==> config.mk <==
export PLATFORM = sky130hd
export DESIGN_NAME = karaoke_vocal_remover
export DESIGN_NICKNAME = d
export VERILOG_FILES = /design/src/rtl/karaoke_pkg.sv /design/src/rtl/karaoke_diff_sat.sv /design/src/rtl/karaoke_vocal_remover.sv
export SDC_FILE = /design/constraint.sdc
export NUM_CORES = 1
export LEC_CHECK = 0
export ABC_AREA = 0
export CORE_ASPECT_RATIO = 0.6
export CORE_MARGIN = 4
export CORE_UTILIZATION = 50
export CTS_BUF_LIST = sky130_fd_sc_hd__clkbuf_4
export DETAILED_ROUTE_END_ITERATION = 6
export PLACE_DENSITY = 0.78
export RECOVER_POWER = 25
export SETUP_SLACK_MARGIN = 0.15
export SYNTH_ARGS = -nofsm -noshare
export SYNTH_HDL_FRONTEND = slang
export SYNTH_SLANG_ARGS = --single-unit
==> constraint.sdc <==
create_clock -name clk -period 5.6 [get_ports clk]
set_input_delay 1.12 -clock clk [delete_from_list [all_inputs] [get_ports clk]]
set_output_delay 1.12 -clock clk [all_outputs]
set_load 0.01 [all_outputs]
==> src/rtl/karaoke_pkg.sv <==
// Shared types and constants for the karaoke vocal remover datapath.
package karaoke_pkg;

    localparam int DATA_W_DEF = 32;

    localparam logic [DATA_W_DEF-1:0] SAT_MAX = 32'h7FFF_FFFF;
    localparam logic [DATA_W_DEF-1:0] SAT_MIN = 32'h8000_0000;

    typedef enum logic [1:0] {
        CAPTURE = 2'd0,
        COMPUTE = 2'd1,
        EMIT    = 2'd2
    } state_t;

endpackage

==> src/rtl/karaoke_diff_sat.sv <==
// Combinational L-R difference: saturated when KARAOKE_FULL_GAIN_EN is defined,
// otherwise halved (arithmetic shift), which can never overflow.
module karaoke_diff_sat #(
    parameter int DATA_W = 32
) (
    input  logic [DATA_W-1:0] i_a,
    input  logic [DATA_W-1:0] i_b,
    output logic [DATA_W-1:0] o_result
`ifdef KARAOKE_FULL_GAIN_EN
    ,
    output logic              o_sat
`endif
);

    logic signed [DATA_W:0] w_diff;

    assign w_diff = {i_a[DATA_W-1], i_a} - {i_b[DATA_W-1], i_b};

`ifdef KARAOKE_FULL_GAIN_EN
    logic [DATA_W-1:0] w_max;
    logic [DATA_W-1:0] w_min;
    logic              w_ovf;

    assign w_max = {1'b0, {(DATA_W-1){1'b1}}};
    assign w_min = {1'b1, {(DATA_W-1){1'b0}}};
    // The extra sign bit disagreeing with the top result bit means the
    // difference left the DATA_W range; the extra bit gives the direction.
    assign w_ovf = w_diff[DATA_W] ^ w_diff[DATA_W-1];

    always_comb begin
        o_result = w_diff[DATA_W-1:0];
        if (w_ovf) begin
            o_result = w_diff[DATA_W] ? w_min : w_max;
        end
    end

    assign o_sat = w_ovf;
`else
    assign o_result = DATA_W'(w_diff >>> 1);
`endif

endmodule

==> src/rtl/karaoke_vocal_remover.sv <==
// Pairs L/R ADC samples, optionally replaces both with the channel difference,
// and emits the pair to the DAC streams. KARAOKE_FULL_GAIN_EN enables sat_count.
module karaoke_vocal_remover
    import karaoke_pkg::*;
#(
    parameter int DATA_W = DATA_W_DEF
) (
    input  logic              clk,
    input  logic              reset_n,
    input  logic              vocal_remove,
    input  logic [DATA_W-1:0] adc_l_data,
    input  logic              adc_l_valid,
    output logic              adc_l_ready,
    input  logic [DATA_W-1:0] adc_r_data,
    input  logic              adc_r_valid,
    output logic              adc_r_ready,
    output logic [DATA_W-1:0] dac_l_data,
    output logic              dac_l_valid,
    input  logic              dac_l_ready,
    output logic [DATA_W-1:0] dac_r_data,
    output logic              dac_r_valid,
    input  logic              dac_r_ready,
    output logic [15:0]       sat_count
);

    state_t            r_state;
    logic [DATA_W-1:0] r_l;
    logic [DATA_W-1:0] r_r;
    logic              r_l_held;
    logic              r_r_held;
    logic              r_adc_l_ready;
    logic              r_adc_r_ready;
    logic [DATA_W-1:0] r_dac_l_data;
    logic [DATA_W-1:0] r_dac_r_data;
    logic              r_dac_l_valid;
    logic              r_dac_r_valid;

    logic              w_l_take;
    logic              w_r_take;
    logic              w_l_have;
    logic              w_r_have;
    logic              w_l_sent;
    logic              w_r_sent;
    logic [DATA_W-1:0] w_result;

    assign w_l_take = adc_l_valid & r_adc_l_ready;
    assign w_r_take = adc_r_valid & r_adc_r_ready;
    assign w_l_have = r_l_held | w_l_take;
    assign w_r_have = r_r_held | w_r_take;
    // A channel counts as sent once its valid is gone or is handshaking now.
    assign w_l_sent = ~r_dac_l_valid | dac_l_ready;
    assign w_r_sent = ~r_dac_r_valid | dac_r_ready;

`ifdef KARAOKE_FULL_GAIN_EN
    logic w_sat;

    karaoke_diff_sat #(
        .DATA_W (DATA_W)
    ) u_diff (
        .i_a      (r_l),
        .i_b      (r_r),
        .o_result (w_result),
        .o_sat    (w_sat)
    );
`else
    karaoke_diff_sat #(
        .DATA_W (DATA_W)
    ) u_diff (
        .i_a      (r_l),
        .i_b      (r_r),
        .o_result (w_result)
    );
`endif

    always_ff @(posedge clk or negedge reset_n) begin
        if (!reset_n) begin
            r_state       <= CAPTURE;
            r_l           <= '0;
            r_r           <= '0;
            r_l_held      <= 1'b0;
            r_r_held      <= 1'b0;
            r_adc_l_ready <= 1'b0;
            r_adc_r_ready <= 1'b0;
            r_dac_l_data  <= '0;
            r_dac_r_data  <= '0;
            r_dac_l_valid <= 1'b0;
            r_dac_r_valid <= 1'b0;
        end else begin
            case (r_state)
                CAPTURE: begin
                    if (w_l_take) begin
                        r_l      <= adc_l_data;
                        r_l_held <= 1'b1;
                    end
                    if (w_r_take) begin
                        r_r      <= adc_r_data;
                        r_r_held <= 1'b1;
                    end
                    r_adc_l_ready <= ~w_l_have;
                    r_adc_r_ready <= ~w_r_have;
                    if (w_l_have && w_r_have) begin
                        r_state <= COMPUTE;
                    end
                end
                COMPUTE: begin
                    // The mode is latched here so both channels of a pair agree.
                    r_dac_l_data  <= vocal_remove ? w_result : r_l;
                    r_dac_r_data  <= vocal_remove ? w_result : r_r;
                    r_dac_l_valid <= 1'b1;
                    r_dac_r_valid <= 1'b1;
                    r_l_held      <= 1'b0;
                    r_r_held      <= 1'b0;
                    r_state       <= EMIT;
                end
                EMIT: begin
                    if (r_dac_l_valid && dac_l_ready) begin
                        r_dac_l_valid <= 1'b0;
                    end
                    if (r_dac_r_valid && dac_r_ready) begin
                        r_dac_r_valid <= 1'b0;
                    end
                    if (w_l_sent && w_r_sent) begin
                        r_adc_l_ready <= 1'b1;
                        r_adc_r_ready <= 1'b1;
                        r_state       <= CAPTURE;
                    end
                end
                default: begin
                    r_state <= CAPTURE;
                end
            endcase
        end
    end

`ifdef KARAOKE_FULL_GAIN_EN
    logic [15:0] r_sat_count;

    always_ff @(posedge clk or negedge reset_n) begin
        if (!reset_n) begin
            r_sat_count <= '0;
        end else if (r_state == COMPUTE && vocal_remove && w_sat
                     && r_sat_count != 16'hFFFF) begin
            r_sat_count <= r_sat_count + 16'd1;
        end
    end

    assign sat_count = r_sat_count;
`else
    assign sat_count = '0;
`endif

    assign adc_l_ready = r_adc_l_ready;
    assign adc_r_ready = r_adc_r_ready;
    assign dac_l_data  = r_dac_l_data;
    assign dac_r_data  = r_dac_r_data;
    assign dac_l_valid = r_dac_l_valid;
    assign dac_r_valid = r_dac_r_valid;

endmodule
==> summary.md <==
Drt
* Detailed Route Iter0 Violations: 563
* post-route DRC violation count: 0
* Via density: 5.77
* antenna violation net count after detailed routing: 0
* drt wl/cell: 17.6 um
* 1st-pass router iterations: 6
* wire length after detailed routing: 20500 um
* via count: 6712

Clock tree
* register clock-pin slew on the reported worst setup and hold paths: 120 ps
* number of buffers added to fix hold violations after cts: 0
* Num CTS Buffers: 17
* H-Tree Level Count: 4
* Clock Sink Count: 136
* clock tree from TritonCTS: yes
* Clock Path Buffers: 2
* CTS Root Cell: clkbuf_4
* clock latency at the later pin of the worst-skew pair: 560 ps
* number of setup buffers added after CTS: 0
* Gates resized, CTS repair: 0

Yosys
* area fraction of the dominant cell type after synthesis: 0.445
* Area contributors post-synth: dfrtp_1 (45%), o21ai_0 (5.8%), nand2_1 (5.4%)
* number of flops mapped to enable cells by yosys: 0
* post-synth top area cell: dfrtp_1
* Mapped Avg Cell Area: 9.12 sq um
* number of synthesized register bits: 136
* Syn. warnings: 0
* Async S/R FF share, synth: 1.00
* prevailing post-synth register cell: dfrtp_1
* cell area after synthesis: 7640 sq um
* Mapped Cells: 838
* distinct cell type count after synthesis: 60
* proportion of synthesized chip area in sequential cells: 0.445

Worst setup path
* CP Max Fanout: 28
* depth of the worst register-to-register path: 8
* critical path data required time: 6030 ps
* WP buf/inv: 1
* beginning of the worst register-to-register path: r_l[2]
* critical path's top delay family: simple AND/OR/NAND/NOR gates
* type of element capturing the critical path: flip-flop
* type of the worst setup path: in -> reg
* Max stage delay on crit path: 770 ps
* sort of element at the start of the critical path: input port
* slowest library cell on the worst path: nand2_1
* flop-to-flop setup slack: 2740 ps
* arrival time reported for the critical path endpoint: 3410 ps
* ordered cell list for the critical path: clkdlybuf4s50_1 > nand2_1 > nor3_1 > a211o_1 > a311oi_2 > o311ai_1
* RR Endpoint: dac_r_data[22]

Finish
* register area: 3400 sq um
* number of standard cells in the final layout excluding fillers: 1163
* # nets final: 1056
* number of fill cells in the layout: 1293
* fraction of layout instances using a drive strength above 1: 0.0788
* Antenna Diode Count: 0
* Layout Utilization: 0.631
* growth of design area from synthesis to finish: 21.5%
* multi-input combinational cell area: 3770 sq um

Power and ir drop
* power per unit of standard cell area: 685 nW/um^2
* standby leakage power: 4.14 nW
* VDD IR max: 0.415 mV
* overall power consumption: 6.36 mW

Timing
* setup repair after global routing missed its margin: false
* worst max-slew margin expressed relative to the limit: -0.582
* portion of the clock cycle consumed by the worst path in the final layout: 0.532
* final worst path period need: 2980 ps
* Setup TNS: 0 ps
* least setup slack across all paths after layout: 2620 ps
* Hold Violations, Final: 0
* count of final setup violators: 0
* Fmax achieved: 335 MHz
* actual transition at the worst max-transition pin: 2370 ps
* largest clock skew in the final design: 20.5 ps
* max-slew violations: 97

Floorplan
* Die Span X: 168 um
* initial core utilization: 0.519
* die span in y: 104 um
* overall die area: 17400 sq um
* std cell rows: 34
* Core Box Area: 14700 sq um
* # IOs: 155

Place
* half-perimeter wire length after detailed placement: 14500 um
* last weighted congestion value of the routability-driven placer: 0.933
* placed insts: 1132
* Setup Slack @ Placement: 2090 ps
* count of port buffers added during placement: 138

Global routing
* GR Layer Usage met3: 0.0655
* number of global-route vias before repair: 6257
* met2 Resource Use GR: 0.311
* met1 track demand over resource: 0.381
* antenna violations before repair: 0
* all-layer global routing usage: 0.236
* maximum number of pins on one net before global-route repair: 97
* gr busiest metal: met1
* final global-route overflow total: 0
* wire length of the first global-routing pass: 33400 um

Status
* outcome: complete, but fails checks
* failing checks: capacitance limit, slew limit

Min path
* kind of path behind the tightest hold check: reg -> reg
* number of stages on the worst hold path: 2
* destination of the worst hold path: dac_l_data[4]
* critical hold path startpoint: dac_l_data[4]

Flow run
* max-capacitance violation count: 1

[routing by layer]
| layer | up-vias | share of wire |
|---|---|---|
| li1 | 3181 | - |
| met5 | - | 0 |
| met4 | 0 | 0.010 |
| met1 | 3185 | 0.48 |
| met2 | 326 | 0.40 |
| met3 | 20 | 0.10 |
[cell usage after synthesis (8+ instances only)]
cell and number:
clkbuf_1 32, and2_1 8, nand3_1 14, o21ai_0 89, xor2_1 9, nor3_1 25, a21oi_1 72, ha_1 31
a21o_1 15, and3_1 23, nor2_1 45, nand2_1 109, mux2i_1 17, dfrtp_1 136, a211oi_1 10, mux2_2 28
inv_1 47, o311ai_0 13, buf_4 18
[cells by family after synthesis]
| group | after synthesis | share of synthesized area |
|---|---|---|
| AO/OA/AOI/OAI | 249 | 0.200 |
| XOR/XNOR | 13 | 0.0149 |
| adder cells (fa/ha/maj) | 32 | 0.0534 |
| buffers and inverters | 110 | 0.0707 |
| flip-flops | 136 | 0.445 |
| multiplexers | 45 | 0.0635 |
| other | 1 | 0.000491 |
| AND/OR/NAND/NOR | 252 | 0.152 |
[flip-flops by register name, indices dropped and copies added, names as in the netlist]
register / count
r_r: 32
dac_r_valid: 1
r_r_held: 1
adc_l_ready: 1
dac_r_data: 32
r_l_held: 1
r_state: 2
dac_l_data: 32
adc_r_ready: 1
r_l: 32
dac_l_valid: 1
[worst register-to-register path: stages, from the launching register on]
cell	delay [ps]
dfrtp_1	430
ha_1	360
nand2_1	70
o21a_1	250
o21a_1	280
o41ai_4	650
a21o_2	280
mux2i_1	250
o311ai_0	170
[area by class of cell]
| cell class | instances | area share |
|---|---|---|
| Inverter | 47 | 0.0190 |
| Sequential cell | 136 | 0.367 |
| Multi-Input combinational cell | 607 | 0.406 |
| Tap cell | 198 | 0.0267 |
| Timing Repair Buffer | 144 | 0.153 |
| Clock inverter | 13 | 0.0142 |
| Clock buffer | 18 | 0.0146 |
[power by group]
part	internal (mW)	total, mW	switching [mW]
Sequential	1.47	1.81	0.335
Combinational	1.67	3.90	2.23
Clock	0.263	0.648	0.384
[placed cells by master (no fill, tap or decap), drive strengths merged, types with 4 or more instances in the layout]
cell type	count
buf	6
a31oi	7
nand4	7
clkinv	6
a211o	4
nand2	109
mux2	28
a21oi	72
and3	23
o211ai	6
inv	48
xor2	9
a211oi	10
mux2i	17
xnor2	4
nand3b	5
clkinvlp	4
dfrtp	136
o21a	5
and2	8
o21ai	90
nor3	25
a21o	16
nor2	45
clkdlybuf4s50	135
clkbuf	19
nand2b	7
conb	16
ha	31
o311ai	15
nand3	14
[worst max-delay path by stage]
stage / from / end / slack [ps] / depth (start not counted)
floorplan: r_l[16] / dac_r_data[26] / 3240 / 9
global placement: vocal_remove / dac_r_data[30] / 2130 / 6
detailed placement: vocal_remove / dac_r_data[30] / 2090 / 6
CTS: vocal_remove / dac_r_data[30] / 2700 / 6
global route: reset_n / dac_l_data[10] / 2250 / 2
finish: vocal_remove / dac_r_data[30] / 2620 / 6
[through the flow]
stage	cell area, sq um	hold slack [ps]
detailed placement	9020	472
finish	9280	495
CTS	9290	502
floorplan	7700	450
global placement	9020	462
global route	9280	518
No activity file was read; power rests on OpenSTA's default activity.
